===== config.mk =====
export PLATFORM = sky130hd
export DESIGN_NAME = cpu_timer
export DESIGN_NICKNAME = d
export VERILOG_FILES = /design/src/rtl/cpu_timer.sv
export SDC_FILE = /design/constraint.sdc
export NUM_CORES = 1
export LEC_CHECK = 0
export CORE_MARGIN = 1
export CORE_UTILIZATION = 50
export DETAILED_ROUTE_END_ITERATION = 16
export DONT_BUFFER_PORTS = 1
export SYNTH_ARGS = -nofsm -noshare
export SYNTH_HDL_FRONTEND = slang
export SYNTH_SLANG_ARGS = --single-unit

===== constraint.sdc =====
create_clock -name CLK -period 2.41 [get_ports CLK]
set_clock_uncertainty 0.1 [all_clocks]
set_input_delay 0.3615 -clock CLK [delete_from_list [all_inputs] [get_ports CLK]]
set_output_delay 0.3615 -clock CLK [all_outputs]
set_load 0.02 [all_outputs]

===== src/rtl/cpu_timer.sv =====
// Memory-mapped multi-channel timer/counter for the qwic51 decoder bus.
// Each channel: prescaler, reload, one-shot/auto-reload, sticky OVF, level IRQ.
module cpu_timer #(
  parameter int                    DATA_WIDTH = 8,
  parameter int                    ADDR_WIDTH = 8,
  parameter int                    CHANNELS   = 2,
  parameter int                    CNT_WIDTH  = 16,
  parameter logic [ADDR_WIDTH-1:0] BASE_ADDR  = 8'hC0
) (
  input  logic                  CLK,
  input  logic                  RESET,
  input  logic [DATA_WIDTH-1:0] MEM_WR_DATA,
  input  logic [ADDR_WIDTH-1:0] MEM_ADDR,
  input  logic                  MEM_WR,
  input  logic                  MEM_RD,
  output logic [DATA_WIDTH-1:0] MEM_RD_DATA,
  output logic [CHANNELS-1:0]   IRQ
);

  localparam int              HW   = CNT_WIDTH - DATA_WIDTH;
  localparam logic [ADDR_WIDTH:0] SPAN = (ADDR_WIDTH+1)'(8 * CHANNELS);

  logic [ADDR_WIDTH-1:0]               w_off;
  logic [ADDR_WIDTH-4:0]               w_ch;
  logic [2:0]                          w_reg;
  logic                                w_in_range;
  logic [CHANNELS-1:0]                 w_hit;
  logic [CHANNELS-1:0][DATA_WIDTH-1:0] w_rd_vec;
  logic [DATA_WIDTH-1:0]               w_rd_any;
  logic [DATA_WIDTH-1:0]               r_rd_data;

  assign w_off      = MEM_ADDR - BASE_ADDR;
  assign w_ch       = w_off[ADDR_WIDTH-1:3];
  assign w_reg      = w_off[2:0];
  assign w_in_range = (MEM_ADDR >= BASE_ADDR) && ({1'b0, w_off} < SPAN);

  for (genvar c = 0; c < CHANNELS; c++) begin : g_ch
    logic                  r_run, r_mode, r_ie, r_ovf;
    logic [DATA_WIDTH-1:0] r_pre, r_pc;
    logic [CNT_WIDTH-1:0]  r_rld, r_cnt;
    logic [HW-1:0]         r_shadow;
    logic                  w_wr, w_rd, w_tick, w_cnt_wr, w_ovf_evt;
    logic [DATA_WIDTH-1:0] w_rd_val;

    assign w_hit[c]  = w_in_range && (w_ch == (ADDR_WIDTH-3)'(c));
    assign w_wr      = MEM_WR && w_hit[c];
    assign w_rd      = MEM_RD && w_hit[c];
    assign w_tick    = r_run && (r_pc == r_pre);
    // A direct count load swallows a coincident tick, including its overflow.
    assign w_cnt_wr  = w_wr && ((w_reg == 3'd4) || (w_reg == 3'd5));
    assign w_ovf_evt = w_tick && !w_cnt_wr && (r_cnt == {CNT_WIDTH{1'b1}});
    assign IRQ[c]    = r_ovf & r_ie;

    always_ff @(posedge CLK or negedge RESET) begin
      if (!RESET) begin
        r_pc <= '0;
      end else if ((w_wr && (w_reg == 3'd1)) || !r_run || w_tick) begin
        r_pc <= '0;
      end else begin
        r_pc <= r_pc + DATA_WIDTH'(1);
      end
    end

    always_ff @(posedge CLK or negedge RESET) begin
      if (!RESET) begin
        r_run  <= 1'b0;
        r_mode <= 1'b0;
        r_ie   <= 1'b0;
        r_ovf  <= 1'b0;
      end else begin
        if (w_wr && (w_reg == 3'd0)) begin
          r_run  <= MEM_WR_DATA[0];
          r_mode <= MEM_WR_DATA[1];
          r_ie   <= MEM_WR_DATA[2];
        end else if (w_ovf_evt && !r_mode) begin
          r_run <= 1'b0;
        end
        // Overflow set takes priority over a same-cycle W1C.
        if (w_ovf_evt) begin
          r_ovf <= 1'b1;
        end else if (w_wr && (w_reg == 3'd0) && MEM_WR_DATA[7]) begin
          r_ovf <= 1'b0;
        end
      end
    end

    always_ff @(posedge CLK or negedge RESET) begin
      if (!RESET) begin
        r_pre    <= '0;
        r_rld    <= '0;
        r_cnt    <= '0;
        r_shadow <= '0;
      end else begin
        if (w_wr && (w_reg == 3'd1)) r_pre <= MEM_WR_DATA;
        if (w_wr && (w_reg == 3'd2)) r_rld[DATA_WIDTH-1:0] <= MEM_WR_DATA;
        if (w_wr && (w_reg == 3'd3)) r_rld[CNT_WIDTH-1:DATA_WIDTH] <= MEM_WR_DATA[HW-1:0];
        if (w_wr && (w_reg == 3'd4)) begin
          r_cnt[DATA_WIDTH-1:0] <= MEM_WR_DATA;
        end else if (w_wr && (w_reg == 3'd5)) begin
          r_cnt[CNT_WIDTH-1:DATA_WIDTH] <= MEM_WR_DATA[HW-1:0];
        end else if (w_ovf_evt) begin
          r_cnt <= r_rld;
        end else if (w_tick) begin
          r_cnt <= r_cnt + CNT_WIDTH'(1);
        end
        if (w_rd && (w_reg == 3'd4)) r_shadow <= r_cnt[CNT_WIDTH-1:DATA_WIDTH];
      end
    end

    always_comb begin
      w_rd_val = '0;
      if (w_hit[c]) begin
        case (w_reg)
          3'd0: begin
            w_rd_val[0] = r_run;
            w_rd_val[1] = r_mode;
            w_rd_val[2] = r_ie;
            w_rd_val[7] = r_ovf;
          end
          3'd1:    w_rd_val = r_pre;
          3'd2:    w_rd_val = r_rld[DATA_WIDTH-1:0];
          3'd3:    w_rd_val = DATA_WIDTH'(r_rld[CNT_WIDTH-1:DATA_WIDTH]);
          3'd4:    w_rd_val = r_cnt[DATA_WIDTH-1:0];
          3'd5:    w_rd_val = DATA_WIDTH'(r_shadow);
          default: w_rd_val = '0;
        endcase
      end else begin
        w_rd_val = '0;
      end
    end

    assign w_rd_vec[c] = w_rd_val;
  end

  always_comb begin
    w_rd_any = '0;
    for (int i = 0; i < CHANNELS; i++) begin
      w_rd_any = w_rd_any | w_rd_vec[i];
    end
  end

  always_ff @(posedge CLK or negedge RESET) begin
    if (!RESET) begin
      r_rd_data <= '0;
    end else if (MEM_RD) begin
      r_rd_data <= w_rd_any;
    end else begin
      r_rd_data <= '0;
    end
  end

  assign MEM_RD_DATA = r_rd_data;

endmodule


Word level (Yosys, flattened, before mapping)

Index checks and enable logic that the tools add are counted.

$add $sub $neg: 5
Magnitude comparators: 2
Equal/unequal tests: 12
Muxes and demuxes: 29
Bitwise gates (word level): 5
Reductions and logical operators: 58

Operator list:

| kind                                                        | count |
|---|---|
| 2-to-1 mux 8 bit                                            | 11 |
| 2-to-1 mux 16 bit                                           | 4 |
| case mux 4 bit (5 select lines)                             | 2 |
| case mux 3 bit (6 select lines)                             | 2 |
| logical AND 1 bit                                           | 33 |
| adder 16 x 1 -> 16 bit (second input constant)              | 2 |
| == test 16 bit (second input constant)                      | 2 |
| adder 8 x 1 -> 8 bit (second input constant)                | 2 |
| == test 8 bit                                               | 2 |
| case mux 1 bit (6 select lines)                             | 2 |
| nonzero test 3 bit                                          | 4 |
| >= comparator 8 bit (second input constant)                 | 1 |
| less-than comparator 8 x 5 -> 1 bit (second input constant) | 1 |
| 2-to-1 mux 1 bit                                            | 8 |
| bitwise OR 8 bit                                            | 1 |
| AND reduction 2 bit                                         | 4 |
| nonzero test 2 bit                                          | 4 |
| subtractor 8 bit (second input constant)                    | 1 |
| == test 3 x 2 -> 1 bit (second input constant)              | 2 |
| == test 3 bit (second input constant)                       | 2 |
| logical NOT 1 bit                                           | 6 |
| == test 5 x 1 -> 1 bit (second input constant)              | 1 |
| logical NOT 5 bit                                           | 1 |
| logical OR 1 bit                                            | 5 |
| 5 further kinds                                             | 8 |

Register bits: 128
Output and inout port bits: 10
Logic and storage cells: 134

Longest topological paths before layout

Depth in word-level cells: 12
Mapped depth: 10
Mapped depth without buffers: 8

Worst setup path after synthesis

OpenSTA, ideal clock, no wires.

Path kind: in2reg
Start: input port MEM_ADDR[6]
End: register g_ch[0].r_rld[0]
Data arrival time: 2.106 ns
Path slack: 0.079 ns
Cell stages on the path: 6
Cells stage by stage: ha_1 > nor4b_4 > nand3_2 > buf_6 > nor4_4 > mux2_2

Word-level cells in the longest chain between the ends: 6

Ends and longest elaborated chain:

| what                                | RTL line | source |
|---|---|---|
| start: declaration                  | 13       | `input logic [ADDR_WIDTH-1:0] MEM_ADDR,` |
| subtractor 8 bit                    | 32       | `assign w_off = MEM_ADDR - BASE_ADDR;` |
| less-than comparator 8 x 5 -> 1 bit | 35       | `assign w_in_range = (MEM_ADDR >= BASE_ADDR) && ({1'b0, w_off} < SPAN);` |
| logical AND 1 bit                   | 35       |  |
| logical AND 1 bit *                 | 45       | `assign w_hit[c] = w_in_range && (w_ch == (ADDR_WIDTH-3)'(c));` |
| logical AND 1 bit *                 | 46       | `assign w_wr = MEM_WR && w_hit[c];` |
| logical AND 1 bit *                 | 95       | `if (w_wr && (w_reg == 3'd2)) r_rld[DATA_WIDTH-1:0] <= MEM_WR_DATA;` |
| end signal: indexed assignment      | 96       | `if (w_wr && (w_reg == 3'd3)) r_rld[CNT_WIDTH-1:DATA_WIDTH] <= MEM_WR_DATA[HW-1:0];` |
| end: declaration                    | 40       | `logic [CNT_WIDTH-1:0] r_rld, r_cnt;` |

Mark *: on every way between the ends. The rest lies on a longest branch, timed or not.
A chain may end at the register's enable or synchronous reset.

Worst setup path in the final report

Start: register g_ch[0].r_cnt[1]
End: register g_ch[0].r_cnt[4]

Word-level cells in the longest chain between the ends: 5

Ends and longest elaborated chain:

| what                                                     | RTL line | source |
|---|---|---|
| start: declaration                                       | 40       |  |
| start signal: indexed assignment                         | 100      | `r_cnt[CNT_WIDTH-1:DATA_WIDTH] <= MEM_WR_DATA[HW-1:0];` |
| start signal: assignment                                 | 102      | `r_cnt <= r_rld;` |
| start signal: assignment                                 | 104      | `r_cnt <= r_cnt + CNT_WIDTH'(1);` |
| adder 16 x 1 -> 16 bit or == test 16 bit (tied branches) | 104, 51  |  |
| 2-to-1 mux 16 bit or logical AND 1 bit (tied branches)   | 103, 51  |  |
| 2-to-1 mux 16 bit                                        | 101      | `end else if (w_ovf_evt) begin` |
| 2-to-1 mux 8 bit                                         | 99       | `end else if (w_wr && (w_reg == 3'd5)) begin` |
| 2-to-1 mux 8 bit                                         | 97       | `if (w_wr && (w_reg == 3'd4)) begin` |

Parallel ways exist; a longest one is shown, timed or not. The select of a mux whose other input is x is not followed.

==> impl_metrics.tcl <==
set metrics [dict create \
    outcome "complete, but fails checks" \
    violations "negative hold slack" \
    clkSlewWorstSetupHoldPaths_ns 0.06 \
    async_flop_share 1.00 \
    cts_tree "yes" \
    syn_nets 721 \
    slew_viol_final 0 \
    crit_fanout 5 \
    clkSinkCount 128 \
    syn_area_per_cell_um2 10.4 \
    dp_slack_ns -0.0809 \
    max-vdd-ir-drop_v 0.000756 \
    relSlewSlack 0.498 \
    p_leak_nw 3.82 \
    holdBufCountCts 9 \
    power_density_mw_per_mm2 613 \
    stdcell_count 933 \
    gp_congestion 0.926 \
    die_area_mm2 0.0149 \
    detail-route-antenna-nets 0 \
    worst_pin_slew_ns 0.745 \
    grt_max_degree 129 \
    ys_seq_area_frac 0.443 \
    antenna_found_initial 1 \
    hold_violations 128 \
    die_h_um 122 \
    post-cts-setup-buffers 0 \
    ys_seq_elements 128 \
    critPathLaunch "g_ch[0].r_cnt[1]" \
    top_level_ports 30 \
    cts_root_buffer "clkbuf_16" \
    fin_crit_ns 2.25 \
    syn_area_mm2 0.00723 \
    r2r_slack_ns 0.16 \
    drive_above_1_share 0.243 \
    wl_per_cell_um 24.2 \
    start_util 0.517 \
    synth_edf_count 0 \
    drv_cap 0 \
    fillers 1201 \
    track_usage 0.325 \
    dp_cells 891 \
    core_area_mm2 0.0140 \
    critPathKind "register to register" \
    rsz0062_at_grt "false" \
    drt_pass1_iterations 5 \
    setup_slack_ns 0.156 \
    portBuffers 0 \
    p_switching_w 0.00127 \
    clkPwrFrac 0.472 \
    seqPwrFrac 0.456 \
    period_share 0.935 \
    ctsLongestPathBuffers 2 \
    die_w_um 122 \
    numCtsBuffers 17 \
    sw_frac_of_total 0.248 \
    min_path_type "input pin to async pin" \
    htreeDepth 4 \
    end_kind "register" \
    setup_viol 0 \
    dpl.hpwl_um 15300 \
    netlist-cell-type-count 59 \
    cp.required_ns 2.63 \
    area_growth_pct 15.8 \
    ys.flop_type "dfrtp_1" \
    worstSkewPairLatency_ns 0.43 \
    nNetsFinal 766 \
    finalWirelength_um 22600 \
    grt_pass1_vias 5727 \
    hold_slack_ns -0.474 \
    syn_inst 694 \
    vias_per_cell 6.35 \
    cp.arrival_ns 2.48 \
    grt_pass1_wl_um 34700 \
    intPower_w 0.00386 \
    fp-row-count 43 \
    fmax_ghz 0.444 \
    synth_warnings 0 \
    routed-via-count 5925 \
    drtIter0Drc 636 \
    drc 0 \
    grt.overflow.total 0 \
    r2r-start "g_ch[0].r_cnt[1]" \
    reg2regPathDepth 8 \
    worstReg2RegEnd "g_ch[0].r_cnt[4]" \
    p_comb_frac 0.072 \
    start_kind "register" \
]
## state kept, by name, summed over array words and instances, names as in the netlist, 8 cells and up
signal and count:
g_ch.r_cnt 32, g_ch.r_rld 32, g_ch.r_pc 16, g_ch.r_pre 16, g_ch.r_shadow 16, MEM_RD_DATA 8
## per-layer routing
layer | vias to the layer above | GRT usage | wire (µm)
li1 | 2644 | - | -
met1 | 2945 | 0.481 | 10200
met2 | 292 | 0.448 | 9760
met3 | 44 | 0.0888 | 2120
met4 | 0 | 0.122 | 495
met5 | - | 0 | 0
## per-stage QoR
stage | setup TNS, ns | util | power (W) | cell area (µm²) | hold WS [ns]
3_5_place_dp | -0.385 | 0.552 | 0.00269 | 7720 | -0.0300
4_1_cts | 0 | 0.598 | 0.00515 | 8370 | -0.483
3_3_place_gp | -0.460 | 0.552 | 0.00268 | 7720 | -0.0308
6_report | 0 | 0.598 | 0.00513 | 8370 | -0.474
5_1_grt | 0 | 0.598 | 0.00530 | 8370 | -0.487
2_1_floorplan | 0 | - | 0.00262 | 7230 | -0.0341
## placed cells by master (no fill, tap or decap), types with 6 or more instances in the layout
| master | netlist | routed |
|---|---|---|
| a21oi_1 | 49 | 49 |
| a22oi_1 | 6 | 6 |
| a211oi_1 | 13 | 13 |
| inv_1 | 12 | 12 |
| xor2_1 | 19 | 19 |
| mux2i_1 | 22 | 22 |
| ha_1 | 7 | 7 |
| dlygate4sd3_1 | 0 | 9 |
| nor3_1 | 7 | 7 |
| nor2_1 | 57 | 56 |
| xnor2_1 | 31 | 31 |
| nand3_1 | 30 | 30 |
| nand2_1 | 35 | 35 |
| buf_4 | 2 | 50 |
| nand4_1 | 8 | 8 |
| a221oi_1 | 13 | 13 |
| and3_1 | 22 | 22 |
| clkbuf_16 | 0 | 17 |
| o21ai_0 | 44 | 44 |
| dfrtp_1 | 128 | 128 |
| mux2_2 | 67 | 67 |
| mux4_2 | 8 | 8 |
## area by class of cell
type | instances | area (µm²) | share of cell area
flip-flops and latches | 128 | 3200 | 0.383
diodes | 1 | 2.50 | 0.000299
clock inverters | 10 | 87.6 | 0.0105
multi-input cells | 516 | 3790 | 0.453
well taps | 180 | 225 | 0.0269
inverters | 13 | 48.8 | 0.00583
clock buffers | 22 | 464 | 0.0554
repair buffers | 63 | 546 | 0.0652
## timing repair
action	in CTS	in global routing
gates resized for setup	0	1
setup endpoints to repair	0	1
endpoints found under the hold margin	197	128
## Yosys cell counts, types with 4 or more instances
| master | number | area, µm² |
|---|---|---|
| and3_1 | 22 | 138 |
| buf_2 | 11 | 55.1 |
| inv_1 | 12 | 45.0 |
| nor3_2 | 4 | 40.0 |
| mux2i_1 | 22 | 220 |
| o21ai_0 | 44 | 220 |
| ha_1 | 7 | 87.6 |
| mux2_2 | 67 | 754 |
| nor2_1 | 57 | 214 |
| xor2_1 | 19 | 166 |
| o31ai_1 | 4 | 30.0 |
| nor2_2 | 4 | 25.0 |
| o22ai_1 | 5 | 31.3 |
| a22oi_1 | 6 | 45.0 |
| a31oi_1 | 5 | 31.3 |
| nand3_1 | 30 | 150 |
| xnor2_1 | 31 | 272 |
| a21oi_1 | 49 | 245 |
| nor3_1 | 7 | 35.0 |
| mux4_2 | 8 | 180 |
| nand2_1 | 35 | 131 |
| a211oi_1 | 13 | 97.6 |
| nand2b_1 | 5 | 31.3 |
| and2_1 | 4 | 25.0 |
| clkbuf_1 | 16 | 60.1 |
| dfrtp_1 | 128 | 3200 |
| nand4_1 | 8 | 50.1 |
| or3_1 | 5 | 31.3 |
| and4_1 | 5 | 43.8 |
| a221oi_1 | 13 | 114 |
## worst max path at each step
stage / end / slack [ns]
6_report: g_ch[0].r_cnt[4] / 0.16
5_1_grt: g_ch[0].r_cnt[4] / 0.02
4_1_cts: g_ch[0].r_cnt[8] / 0.08
3_5_place_dp: g_ch[0].r_cnt[7] / -0.08
3_3_place_gp: g_ch[0].r_cnt[2] / -0.09
2_1_floorplan: g_ch[0].r_rld[0] / 0.08
## power groups by stage
stage	logic [W]	registers [W]	clock network (W)
detailed placement	0.000318	0.00237	0
global route	0.000401	0.00235	0.00255
CTS	0.000364	0.00233	0.00245
global placement	0.000310	0.00237	0
floorplan	0.000283	0.00233	0
finish	0.000369	0.00234	0.00242
## logic make-up (layout without fill, tap and decap cells)
| logic type | count (synthesis) | count (layout) | share of synthesized area |
|---|---|---|---|
| buffers and inverters | 50 | 108 | 0.0325 |
| AO/OA/AOI/OAI | 154 | 154 | 0.131 |
| adder cells (fa/ha/maj) | 7 | 7 | 0.0121 |
| flip-flops | 128 | 128 | 0.443 |
| XOR/XNOR | 50 | 50 | 0.0606 |
| other | 0 | 1 | 0 |
| multiplexers | 97 | 97 | 0.160 |
| AND/OR/NAND/NOR | 208 | 208 | 0.161 |
## critical path: stages (launching register included)
cell and delay, ns:
dfrtp_1 0.44, ha_1 0.28, nand4_1 0.13, nor2_1 0.22, and4_4 0.29, and2_1 0.20, buf_4 0.18, nand2_1 0.06
a211oi_1 0.26
Note: power is estimated with default switching activity, not from simulation.
